<file path="src/rtl/sd_img_pkg.sv">
// rtl/sd_img_pkg.sv - shared SD image path state encoding and frame geometry defaults
package sd_img_pkg;

    typedef enum logic [2:0] {
        ST_IDLE       = 3'd0,
        ST_WAIT_SPACE = 3'd1,
        ST_REQ        = 3'd2,
        ST_WAIT_BUSY  = 3'd3,
        ST_XFER       = 3'd4,
        ST_NEXT       = 3'd5
    } sd_img_state_e;

    // 16-bit words carried by one 512-byte sector
    localparam logic [8:0]  WORDS_PER_SECTOR_C      = 9'd256;
    // Stored frame location and length: 1280x800 RGB565 = 4000 sectors
    localparam logic [31:0] BASE_SECTOR_DEF         = 32'd16000;
    localparam logic [12:0] SECTORS_PER_FRAME_DEF   = 13'd4000;

endpackage

</file>
<file path="src/rtl/sd_img_reader.sv">
// rtl/sd_img_reader.sv - streams one stored frame from sd_ctrl sector reads into pixel strobes
module sd_img_reader
    import sd_img_pkg::*;
#(
    parameter logic [31:0] BASE_SECTOR       = BASE_SECTOR_DEF,
    parameter logic [12:0] SECTORS_PER_FRAME = SECTORS_PER_FRAME_DEF,
    parameter logic [8:0]  WORDS_PER_SECTOR  = WORDS_PER_SECTOR_C,
    parameter logic [15:0] TIMEOUT_CYC       = 16'd50000
) (
    input  logic        sys_clk,
    input  logic        sys_rst_n,
    input  logic        init_end,
    input  logic        start,
    input  logic        loop_en,
    input  logic        abort,
    input  logic        rd_busy,
    input  logic        rd_data_en,
    input  logic [15:0] rd_data,
    input  logic [11:0] dn_free,
    output logic        rd_en,
    output logic [31:0] rd_addr,
    output logic        pix_valid,
    output logic [15:0] pix_data,
    output logic        frame_start,
    output logic        frame_done,
    output logic        busy,
    output logic        err
);

    sd_img_state_e state_q, state_d;
    logic [12:0]   sector_cnt_q, sector_cnt_d;
    logic [31:0]   rd_addr_q, rd_addr_d;
    logic [8:0]    word_cnt_q, word_cnt_d;
    logic [15:0]   to_cnt_q, to_cnt_d;
    logic          abort_q, abort_d;
    logic          err_q, err_d;
    logic          frame_start_q, frame_start_d;
    logic          pix_valid_q, pix_valid_d;
    logic [15:0]   pix_data_q, pix_data_d;

    logic          more_sectors;
    logic          word_take;
    logic [8:0]    word_cnt_nxt;

    // Words beyond a full sector are dropped rather than forwarded
    assign more_sectors = sector_cnt_q < (SECTORS_PER_FRAME - 13'd1);
    assign word_take    = (state_q == ST_XFER) && rd_data_en && (word_cnt_q < WORDS_PER_SECTOR);
    assign word_cnt_nxt = word_cnt_q + {8'd0, word_take};

    // Next-state, datapath updates and the combinational strobes
    always_comb begin
        state_d       = state_q;
        sector_cnt_d  = sector_cnt_q;
        rd_addr_d     = rd_addr_q;
        word_cnt_d    = word_cnt_q;
        to_cnt_d      = to_cnt_q;
        abort_d       = abort_q;
        err_d         = err_q;
        frame_start_d = 1'b0;
        pix_valid_d   = word_take;
        pix_data_d    = word_take ? rd_data : pix_data_q;
        rd_en         = 1'b0;
        frame_done    = 1'b0;

        case (state_q)
            ST_IDLE: begin
                if (!abort && start && init_end) begin
                    sector_cnt_d  = 13'd0;
                    rd_addr_d     = BASE_SECTOR;
                    err_d         = 1'b0;
                    frame_start_d = 1'b1;
                    state_d       = ST_WAIT_SPACE;
                end
            end
            ST_WAIT_SPACE: begin
                if (abort) begin
                    state_d = ST_IDLE;
                end else if ((dn_free >= {3'd0, WORDS_PER_SECTOR}) && !rd_busy) begin
                    state_d = ST_REQ;
                end
            end
            ST_REQ: begin
                rd_en    = 1'b1;
                // Counter starts at 1 so it measures cycles since rd_en
                to_cnt_d = 16'd1;
                abort_d  = abort_q | abort;
                state_d  = ST_WAIT_BUSY;
            end
            ST_WAIT_BUSY: begin
                abort_d = abort_q | abort;
                if (rd_busy) begin
                    word_cnt_d = 9'd0;
                    state_d    = ST_XFER;
                end else if (to_cnt_q >= (TIMEOUT_CYC - 16'd1)) begin
                    err_d   = 1'b1;
                    state_d = ST_IDLE;
                end else begin
                    to_cnt_d = to_cnt_q + 16'd1;
                end
            end
            ST_XFER: begin
                abort_d    = abort_q | abort;
                word_cnt_d = word_cnt_nxt;
                if (rd_data_en && !word_take) begin
                    err_d = 1'b1;
                end
                if (!rd_busy) begin
                    word_cnt_d = 9'd0;
                    if (word_cnt_nxt == WORDS_PER_SECTOR) begin
                        // A pending abort on the last sector still ends the frame cleanly
                        state_d = (abort_d && more_sectors) ? ST_IDLE : ST_NEXT;
                    end else begin
                        err_d   = 1'b1;
                        state_d = ST_IDLE;
                    end
                end
            end
            ST_NEXT: begin
                if (more_sectors) begin
                    if (abort_q || abort) begin
                        state_d = ST_IDLE;
                    end else begin
                        sector_cnt_d = sector_cnt_q + 13'd1;
                        rd_addr_d    = rd_addr_q + 32'd1;
                        state_d      = ST_WAIT_SPACE;
                    end
                end else begin
                    frame_done = 1'b1;
                    if (loop_en && !abort_q && !abort) begin
                        sector_cnt_d  = 13'd0;
                        rd_addr_d     = BASE_SECTOR;
                        frame_start_d = 1'b1;
                        state_d       = ST_WAIT_SPACE;
                    end else begin
                        state_d = ST_IDLE;
                    end
                end
            end
            default: state_d = ST_IDLE;
        endcase

        if (state_d == ST_IDLE) begin
            abort_d = 1'b0;
        end
    end

    // State and datapath registers
    always_ff @(posedge sys_clk or negedge sys_rst_n) begin
        if (!sys_rst_n) begin
            state_q       <= ST_IDLE;
            sector_cnt_q  <= 13'd0;
            rd_addr_q     <= BASE_SECTOR;
            word_cnt_q    <= 9'd0;
            to_cnt_q      <= 16'd0;
            abort_q       <= 1'b0;
            err_q         <= 1'b0;
            frame_start_q <= 1'b0;
            pix_valid_q   <= 1'b0;
            pix_data_q    <= 16'h0;
        end else begin
            state_q       <= state_d;
            sector_cnt_q  <= sector_cnt_d;
            rd_addr_q     <= rd_addr_d;
            word_cnt_q    <= word_cnt_d;
            to_cnt_q      <= to_cnt_d;
            abort_q       <= abort_d;
            err_q         <= err_d;
            frame_start_q <= frame_start_d;
            pix_valid_q   <= pix_valid_d;
            pix_data_q    <= pix_data_d;
        end
    end

    assign rd_addr     = rd_addr_q;
    assign pix_valid   = pix_valid_q;
    assign pix_data    = pix_data_q;
    assign frame_start = frame_start_q;
    assign busy        = (state_q != ST_IDLE);
    assign err         = err_q;

endmodule

</file>
<file path="config.mk">
export PLATFORM = sky130hd
export DESIGN_NAME = sd_img_reader
export DESIGN_NICKNAME = d
export VERILOG_FILES = /design/src/rtl/sd_img_pkg.sv /design/src/rtl/sd_img_reader.sv
export SDC_FILE = /design/constraint.sdc
export NUM_CORES = 1
export LEC_CHECK = 0
export CAP_MARGIN = 30
export CORE_ASPECT_RATIO = 1.25
export CORE_MARGIN = 3
export CORE_UTILIZATION = 30
export DETAILED_ROUTE_END_ITERATION = 10
export PLACE_DENSITY = 0.56
export SLEW_MARGIN = 15
export SYNTH_ARGS = -nofsm -noshare
export SYNTH_HDL_FRONTEND = slang
export SYNTH_SLANG_ARGS = --single-unit
export TNS_END_PERCENT = 5
</file>
<file path="constraint.sdc">
create_clock -name sys_clk -period 6.16 [get_ports sys_clk]
set_clock_uncertainty 0.2 [all_clocks]
set_input_delay 1.232 -clock sys_clk [delete_from_list [all_inputs] [get_ports sys_clk]]
set_output_delay 1.232 -clock sys_clk [all_outputs]
set_load 0.01 [all_outputs]
</file>
==> results of run 1 <==
==> cells in the final DEF, fill, tap and decap left out, types with 3 or more instances in the layout <==
master and count:
a2111oi_2 10, a211oi_1 9, a21oi_1 15, a22o_1 3, a31oi_1 7, and2_0 3
and2_1 4, and3_1 11, and4_1 5, buf_4 5, clkbuf_1 4, clkbuf_16 9
clkdlybuf4s50_1 80, dfrtp_1 87, dfstp_2 6, ha_1 6, inv_1 8, mux2_2 16
nand2_1 52, nand2b_1 3, nand3_1 28, nand4_1 15, nor2_1 63, nor3_1 5
nor4_1 4, o21a_1 3, o21ai_0 23, o31ai_1 5, or3_1 3, xnor2_1 24
xor2_1 19
==> per-layer routing <==
layer	GRT usage (%)	share of wire, %	up-vias
li1	-	-	1921
met1	17.04	44	1980
met2	23.31	50	82
met3	3.253	4.8	10
met4	4.522	1.5	0
met5	0	0	-
==> area by class of cell <==
class / count / share of cell area (%)
clock buffer: 15 / 4.293
clock inverter: 1 / 0.4814
inverter: 8 / 0.4814
multi-input combinational: 368 / 38.42
sequential: 93 / 37.43
tap: 212 / 4.253
timing repair buffer: 89 / 14.64
==> stage by stage <==
step	power [uW]	instances	worst slack, ns
2_1_floorplan	963.9	481	2.107
3_3_place_gp	1195	766	1.718
3_5_place_dp	1212	769	1.739
5_1_grt	1855	786	1.898
6_report	1763	786	2.101
4_1_cts	1786	785	2.098
==> final timing paths <==
check / from / end / slack [ns] / cells after the start
worst max-delay path: rd_data_en / state_q[0] / 2.10 / 11
worst max register to register: state_q[0] / state_q[0] / 2.57 / 12
worst min-delay path: to_cnt_q[0] / to_cnt_q[0] / 0.31 / 1
worst min register to register: to_cnt_q[0] / to_cnt_q[0] / 0.31 / 1
max in group asynchronous: sys_rst_n / rd_addr[13] / 4.28 / 3
min in group asynchronous: sys_rst_n / frame_start / 0.53 / 1
==> worst max-delay path, delay by kind of cell <==
| kind | cells | cell delay, ns |
|---|---|---|
| fa+ha+maj | 2 | 0.44 |
| compound gates | 2 | 0.30 |
| simple gates | 5 | 1.40 |
| buf+inv | 2 | 0.74 |
==> state kept, by name, summed over array words and instances, names as in the netlist <==
register and flops:
sector_cnt_q 13, rd_addr 32, to_cnt_q 16, pix_data 16
err 1, state_q 3, pix_valid 1, frame_start 1
abort_q 1, word_cnt_q 9
==> cell families after synthesis <==
group | count (synthesis) | share of synthesized area, %
xor gates and xnor gates | 43 | 7.828
and+or+nand+nor | 212 | 22.08
muxes | 17 | 3.953
DFF | 93 | 48.53
AOI/OAI and AO/OA | 90 | 14.20
adders and majority gates | 6 | 1.560
buffers and inverters | 20 | 1.846
==> where the power goes <==
part | internal [uW] | switching (uW) | leakage [uW]
combinational | 229 | 193 | 0.00115
sequential | 698 | 75.2 | 0.00125
clock | 338 | 230 | 0.000144
==> synth_stat cells, types with 4 or more instances <==
library cell | number | area share (%)
nand3_1 | 28 | 2.9
xnor2_1 | 24 | 4.4
nand2_1 | 52 | 4.1
and2_1 | 4 | 0.52
buf_2 | 5 | 0.52
nor2_1 | 63 | 4.9
ha_1 | 6 | 1.6
and4_1 | 5 | 0.91
o31ai_1 | 5 | 0.78
and3_1 | 11 | 1.4
nand4_1 | 15 | 2.0
a31oi_1 | 7 | 0.91
dfrtp_1 | 87 | 45
mux2_2 | 16 | 3.7
clkbuf_1 | 5 | 0.39
inv_1 | 8 | 0.62
dfstp_2 | 6 | 3.3
nor4_1 | 4 | 0.52
a211oi_1 | 9 | 1.4
a21oi_1 | 15 | 1.6
xor2_1 | 19 | 3.5
nor3_1 | 5 | 0.52
o21ai_0 | 23 | 2.4
a2111oi_2 | 10 | 3.1
==> flow_summary.json, run 1 <==
{
  "status": "finished, final reports clean",
  "cts-resized-gates": 0,
  "netlist_area_um2": 4811,
  "ys_seq_elements": 93,
  "wl_per_cell_um": 14.99,
  "ir_worst_vdd_mv": 0.1350,
  "fin_area_um2": 6237,
  "syn_nets": 523,
  "post-route-period-util_pct": 65.89,
  "drv_slew": 0,
  "cts_hold_buf": 0,
  "async_flop_share_pct": 100.0,
  "fp.dieW_um": 119.3,
  "num_io_pins": 90,
  "antenna_found_initial": 0,
  "ys_types": 58,
  "viasPerCell": 5.080,
  "ys_seq_area_share_pct": 48.53,
  "ff_latch_area_um2": 2335,
  "syn_to_final_growth_pct": 29.65,
  "gp_congestion": 0.7655,
  "grt_pass1_vias": 3958,
  "drc": 0,
  "worst_pin_slew_ns": 0.7613,
  "synthFlopType": "dfrtp_1",
  "core_area_um2": 15630,
  "gr-total-overflow": 0,
  "path_common_cell": "ha_1",
  "worstPathRequired_ns": 6.23,
  "slew_headroom_pct": 48.94,
  "drt_iter0_markers": 145,
  "die_area_um2": 17600,
  "dr_total_vias": 3993,
  "fin_setup_tns_ns": 0,
  "synth-edff-count": 0,
  "cts_buffers": 9,
  "syn_inst": 481,
  "post-route-util_pct": 39.90,
  "fillCellCount": 1560,
  "detail-route-antenna-nets": 0,
  "path_cells": "clkdlybuf4s50_1, nand2_1, nor2_1, buf_4, ha_1, ha_1, or4b_2, a21oi_1, o21ai_0, or4_1, nand4_1",
  "multiInputGateArea_um2": 2396,
  "whs_ns": 0.3089,
  "fmax_mhz": 246.4,
  "postSynthAreaPerCell_um2": 10.00,
  "hp-class": "reg2reg",
  "crit_slowest_cell": "or4b_2",
  "critPathKind": "in2reg",
  "period_minus_slack_ns": 4.059,
  "cts_setup_buffers": 0,
  "setup.worst_path.start_class": "input port",
  "clk_path_buf_depth": 2,
  "leakage_uw": 0.002538,
  "worstPathArrival_ns": 4.13,
  "layout.nets": 611,
  "num_rows": 51,
  "dieHeight_um": 147.6,
  "drv_cap": 0,
  "track_usage_pct": 13.67,
  "synth_warnings": 0,
  "rsz0062_at_grt": "no",
  "dpl.hpwl_mm": 8.317,
  "cp-end-kind": "flip-flop",
  "drive_gt1_share_pct": 11.15,
  "start_util_pct": 30.77,
  "num_antenna_cells": 0,
  "worstSkewPairLatency_ns": 0.34,
  "cts_tree": "built",
  "placed_area_um2": 5934,
  "totalWireLength_mm": 11.78,
  "first_pass_iters": 4,
  "power.density_nw_per_um2": 282.6,
  "cts_sinks": 93,
  "finalSetupViolCount": 0,
  "grt_pass1_wl_mm": 19.82,
  "root_buffer": "clkbuf_16",
  "cts_max_level": 3,
  "clk_pin_slew_ns": 0.07,
  "grt_max_degree": 57,
  "hold_viol": 0,
  "port_buffers": 81,
  "path_max_fanout": 19,
  "slowest_delay_ns": 0.66
}
(Power assumes the default switching activity.)
==> run 2: changes to the inputs <==
--- a/config.mk
+++ b/config.mk
@@ -10,7 +10,7 @@
 export CORE_MARGIN = 3
 export CORE_UTILIZATION = 30
 export DETAILED_ROUTE_END_ITERATION = 10
-export PLACE_DENSITY = 0.56
+export PLACE_DENSITY = 0.58
 export SLEW_MARGIN = 15
 export SYNTH_ARGS = -nofsm -noshare
 export SYNTH_HDL_FRONTEND = slang
==> constraint.sdc (replaced) <==
create_clock -name sys_clk -period 3.7 [get_ports sys_clk]
set_clock_uncertainty 0.2 [all_clocks]
set_input_delay 0.74 -clock sys_clk [delete_from_list [all_inputs] [get_ports sys_clk]]
set_output_delay 0.74 -clock sys_clk [all_outputs]
set_load 0.01 [all_outputs]
==> flow_summary.json, run 2 (synthesis gave the netlist of run 1 again) <==
{
  "critPathKind": "reg2reg",
  "gp_congestion": 0.7645,
  "dr_total_vias": 3923,
  "power_uw": 3060,
  "worstSkewPairLatency_ns": 0.35,
  "layout.nets": 616,
  "post-route-util_pct": 40.26,
  "crit_family": "simple AND/OR/NAND/NOR gates",
  "worstPathArrival_ns": 3.43,
  "dpl.hpwl_mm": 8.425,
  "fin_ws_ns": 0.3461,
  "reg2reg_depth": 11,
  "drv_slew": 0,
  "finalSetupViolCount": 0,
  "gr-total-overflow": 0,
  "viasPerCell": 4.960,
  "detail-route-antenna-nets": 0,
  "port_buffers": 81,
  "first_pass_iters": 4,
  "cts_buffers": 9,
  "path_cells": "nor2_1, and2_1, nand2_1, nor2_1, ha_1, ha_1, or4b_2, a21oi_1, o21ai_0, or4_1, nand4_1",
  "num_antenna_cells": 0,
  "post-route-period-util_pct": 90.65,
  "cts_sinks": 93,
  "clk_path_buf_depth": 2,
  "track_usage_pct": 13.39,
  "fp.dieW_um": 119.3,
  "num_io_pins": 90,
  "drc": 0,
  "slew_headroom_pct": 57.91,
  "die_area_um2": 17600,
  "root_buffer": "clkbuf_16",
  "num_rows": 51,
  "pre_cts_slack_ns": 0.02207,
  "start_util_pct": 30.77,
  "rr_startpoint": "state_q[0]",
  "cts_hold_buf": 0,
  "cp-end-kind": "flip-flop",
  "worst_pin_slew_ns": 0.6313,
  "critPathBufInv": 0,
  "ir_worst_vdd_mv": 0.2382,
  "worst-path-stages": 11,
  "cts_setup_buffers": 0,
  "fillCellCount": 1536,
  "placed_cells": 775,
  "drive_gt1_share_pct": 12.44,
  "cts_max_level": 3,
  "fin_setup_tns_ns": 0,
  "stdcell_count": 791,
  "cp-startpoint": "state_q[0]",
  "fmax_mhz": 298.2,
  "totalWireLength_mm": 11.55,
  "grt_pass1_wl_mm": 19.30,
  "final_common_cell": "dfrtp_1",
  "core_area_um2": 15630,
  "hold_viol": 0,
  "wl_per_cell_um": 14.60,
  "slowest_delay_ns": 0.66,
  "cts-resized-gates": 0,
  "syn_to_final_growth_pct": 30.82,
  "crit_slowest_cell": "or4b_2",
  "rsz0062_at_grt": "no",
  "largest_reg_flops": 32,
  "drv_cap": 0,
  "grt_pass1_vias": 3847,
  "hp-class": "in2async",
  "worstPathRequired_ns": 3.78,
  "dieHeight_um": 147.6,
  "power.density_nw_per_um2": 486.3,
  "status": "finished, final reports clean",
  "drt_iter0_markers": 136,
  "path_max_fanout": 7,
  "cts_tree": "built",
  "grt_max_degree": 78,
  "clk_pin_slew_ns": 0.07,
  "final_cell_mix": "dfrtp_1 (87), clkdlybuf4s50_1 (80), nor2_1 (63)",
  "antenna_found_initial": 0,
  "period_minus_slack_ns": 3.354,
  "leakage_uw": 0.002573,
  "setup.worst_path.start_class": "flip-flop"
}
run 2: cell count changes in the layout (fill, tap and decap cells not counted):
cell	previous run	this run
buf_12	0	1
clkbuf_2	1	0
buf_4	5	13
buf_8	1	0
buf_16	2	0
clkbuf_8	2	1
clkbuf_1	4	1
clkinvlp_4	0	1
bufinv_16	1	3
inv_6	0	1
run 2: final cells by class:
| class | instances | area, um^2 | share of cell area (%) |
|---|---|---|---|
| clock buffer | 11 | 242.7 | 3.857 |
| clock inverter | 5 | 106.4 | 1.690 |
| inverter | 8 | 30.03 | 0.4771 |
| multi-input combinational | 368 | 2396 | 38.07 |
| sequential | 93 | 2335 | 37.10 |
| tap | 212 | 265.3 | 4.215 |
| timing repair buffer | 94 | 918.4 | 14.59 |
run 2: power by group:
part | internal, uW | total [uW] | switching (uW)
Combinational | 378 | 694 | 316
Sequential | 1160 | 1290 | 128
Clock | 682 | 1080 | 395
run 2: layer usage:
layer | wire, um | part of all wire [%] | GRT usage, %
met1 | 5223 | 45 | 17.17
met2 | 5693 | 49 | 22.01
met3 | 488 | 4.2 | 3.406
met4 | 146 | 1.3 | 4.638
met5 | 0 | 0 | 0
run 2: final timing paths:
check                         endpoint  slack [ns]
max in group asynchronous  rd_addr[13]        2.53
hold / removal             rd_addr[14]        0.06
min in group sys_clk       to_cnt_q[0]        0.31
hold reg to reg            to_cnt_q[0]        0.31
setup / recovery            state_q[0]        0.35
setup reg to reg            state_q[0]        0.35
run 2: metrics by stage:
stage               cell area (um^2)  hold slack [ns]
global route                    6294          0.06080
CTS                             6294          0.05657
global placement                5944           0.2852
detailed placement              5944           0.2953
floorplan                       4811           0.2444
finish                          6294          0.05759
==> run 3: changes to the inputs <==
--- a/config.mk
+++ b/config.mk
@@ -10,7 +10,7 @@
 export CORE_MARGIN = 3
 export CORE_UTILIZATION = 30
 export DETAILED_ROUTE_END_ITERATION = 10
-export PLACE_DENSITY = 0.58
+export RECOVER_POWER = 100
 export SLEW_MARGIN = 15
 export SYNTH_ARGS = -nofsm -noshare
 export SYNTH_HDL_FRONTEND = slang
==> flow_summary.json, run 3 (synthesis gave the netlist of run 1 again) <==
{
  "crit_slowest_cell": "or4b_2",
  "fin_setup_tns_ns": 0,
  "period_minus_slack_ns": 3.386,
  "slew_headroom_pct": -83.32,
  "dieHeight_um": 147.6,
  "hp-class": "reg2reg",
  "switching_share_pct": 31.02,
  "clk_pin_slew_ns": 0.08,
  "dr_total_vias": 3998,
  "path_max_fanout": 7,
  "crit_family": "simple AND/OR/NAND/NOR gates",
  "rsz0062_at_grt": "no",
  "top_usage_layer": "met2",
  "start_util_pct": 30.77,
  "grt_pass1_wl_mm": 19.74,
  "post-route-util_pct": 39.75,
  "violations": "capacitance limit, slew limit",
  "power.density_nw_per_um2": 457.7,
  "slowest_delay_ns": 0.67,
  "combPwrFrac_pct": 22.9,
  "grt_max_degree": 50,
  "viasPerCell": 5.048,
  "gr-total-overflow": 0,
  "fp.dieW_um": 119.3,
  "p_sw_uw": 882.2,
  "worst-path-stages": 11,
  "status": "finished with violations",
  "internal_power_uw": 1962,
  "dpl.hpwl_mm": 8.540,
  "power_frac_seq_pct": 45.1,
  "leakage_uw": 0.002633,
  "clk_path_buf_depth": 2,
  "finalSetupViolCount": 0,
  "root_buffer": "clkbuf_16",
  "num_io_pins": 90,
  "cts_tree": "built",
  "drt_iter0_markers": 190,
  "post-route-period-util_pct": 91.50,
  "ir_worst_vdd_mv": 0.3214,
  "critPathKind": "reg2reg",
  "grt_use_met3_pct": 3.406,
  "first_pass_iters": 4,
  "detail-route-antenna-nets": 0,
  "port_buffers": 81,
  "cts_setup_buffers": 0,
  "syn_to_final_growth_pct": 29.18,
  "core_area_um2": 15630,
  "drc": 0,
  "path_cells": "nor2_1, and2_0, nand2_1, nor2_1, ha_1, ha_1, or4b_2, a21oi_1, o21ai_0, or4_1, nand4_1",
  "grt_util_met2_pct": 23.54,
  "num_rows": 51,
  "num_antenna_cells": 0,
  "largest_reg_flops": 32,
  "gp_congestion": 0.7871,
  "die_area_um2": 17600,
  "critPathBufInv": 0,
  "totalWireLength_mm": 11.85,
  "layout.nets": 617,
  "hold_viol": 0,
  "worstPathRequired_ns": 3.77,
  "cts_buffers": 9,
  "hold_depth": 1,
  "antenna_found_initial": 0,
  "wl_per_cell_um": 14.96,
  "cts_hold_buf": 0,
  "clkPwrFrac_pct": 32.1,
  "worstSkewPairLatency_ns": 0.35,
  "final_cell_mix": "dfrtp_1 (87), nor2_1 (63), dlygate4sd3_1 (56)",
  "cp-end-kind": "flip-flop",
  "worst_pin_slew_ns": 2.750,
  "reg2reg_depth": 11,
  "cts_max_level": 3,
  "fmax_mhz": 295.4,
  "setup.worst_path.start_class": "flip-flop",
  "grt_pass1_vias": 4048,
  "drv_slew": 49,
  "track_usage_pct": 13.72,
  "drive_gt1_share_pct": 11.38,
  "drv_cap": 1,
  "grt.met1_usage_pct": 16.76,
  "worstPathArrival_ns": 3.46,
  "cts_sinks": 93,
  "final_common_cell": "dfrtp_1",
  "cts-resized-gates": 0
}
## run 3: cell types whose count changed in the layout (fill, tap and decap cells not counted), moves of 3 or more
cell / previous run / this run
clkbuf_1: 1 / 7
clkdlybuf4s50_1: 80 / 24
bufinv_16: 3 / 0
buf_4: 13 / 6
dlygate4sd3_1: 0 / 56
## run 3: final cells by class
| cell class | instances | area, um^2 |
|---|---|---|
| repair buffers | 95 | 899.6 |
| flip-flops and latches | 93 | 2335 |
| inverters | 8 | 30.03 |
| multi-input cells | 368 | 2391 |
| clock inverters | 7 | 68.82 |
| well taps | 212 | 265.3 |
| clock buffers | 9 | 225.2 |
| fillers | 1542 | 9419 |
## run 3: worst paths after layout
path                              from           to  slack (ns)
min in group asynchronous    sys_rst_n  rd_addr[17]        1.07
setup / recovery            state_q[0]   state_q[0]        0.31
setup reg to reg            state_q[0]   state_q[0]        0.31
hold reg to reg            pix_data[3]  pix_data[3]        0.30
hold / removal             pix_data[3]  pix_data[3]        0.30
max in group asynchronous    sys_rst_n   rd_addr[8]        0.68
## run 3: per-layer routing
metal  wire length (um)  vias up
li1                   -     1932
met1               5108     1970
met2               5983       80
met3                508       16
met4                246        0
met5                  0        -
## run 3: power groups by stage
stage                     Combinational (uW)  Clock, uW  Sequential (uW)
after CTS                                713        940             1290
after floorplan                          272          0             1330
after detailed placement                 710          0             1310
after global placement                   701          0             1300
after global routing                     716        985             1310
final                                    650        912             1280
## run 3: per-stage QoR
stage | instance area, um^2 | hold slack [ns] | worst slack, ns | instances | total power, uW
floorplan | 4811 | 0.2444 | 0.07583 | 481 | 1605
global placement | 5952 | 0.2835 | 0.05780 | 776 | 2000
detailed placement | 5952 | 0.2977 | 0.02995 | 776 | 2016
CTS | 6246 | 0.2470 | 0.3484 | 792 | 2942
global route | 6215 | 0.3226 | 0.08883 | 792 | 3010
finish | 6215 | 0.3002 | 0.3144 | 792 | 2844
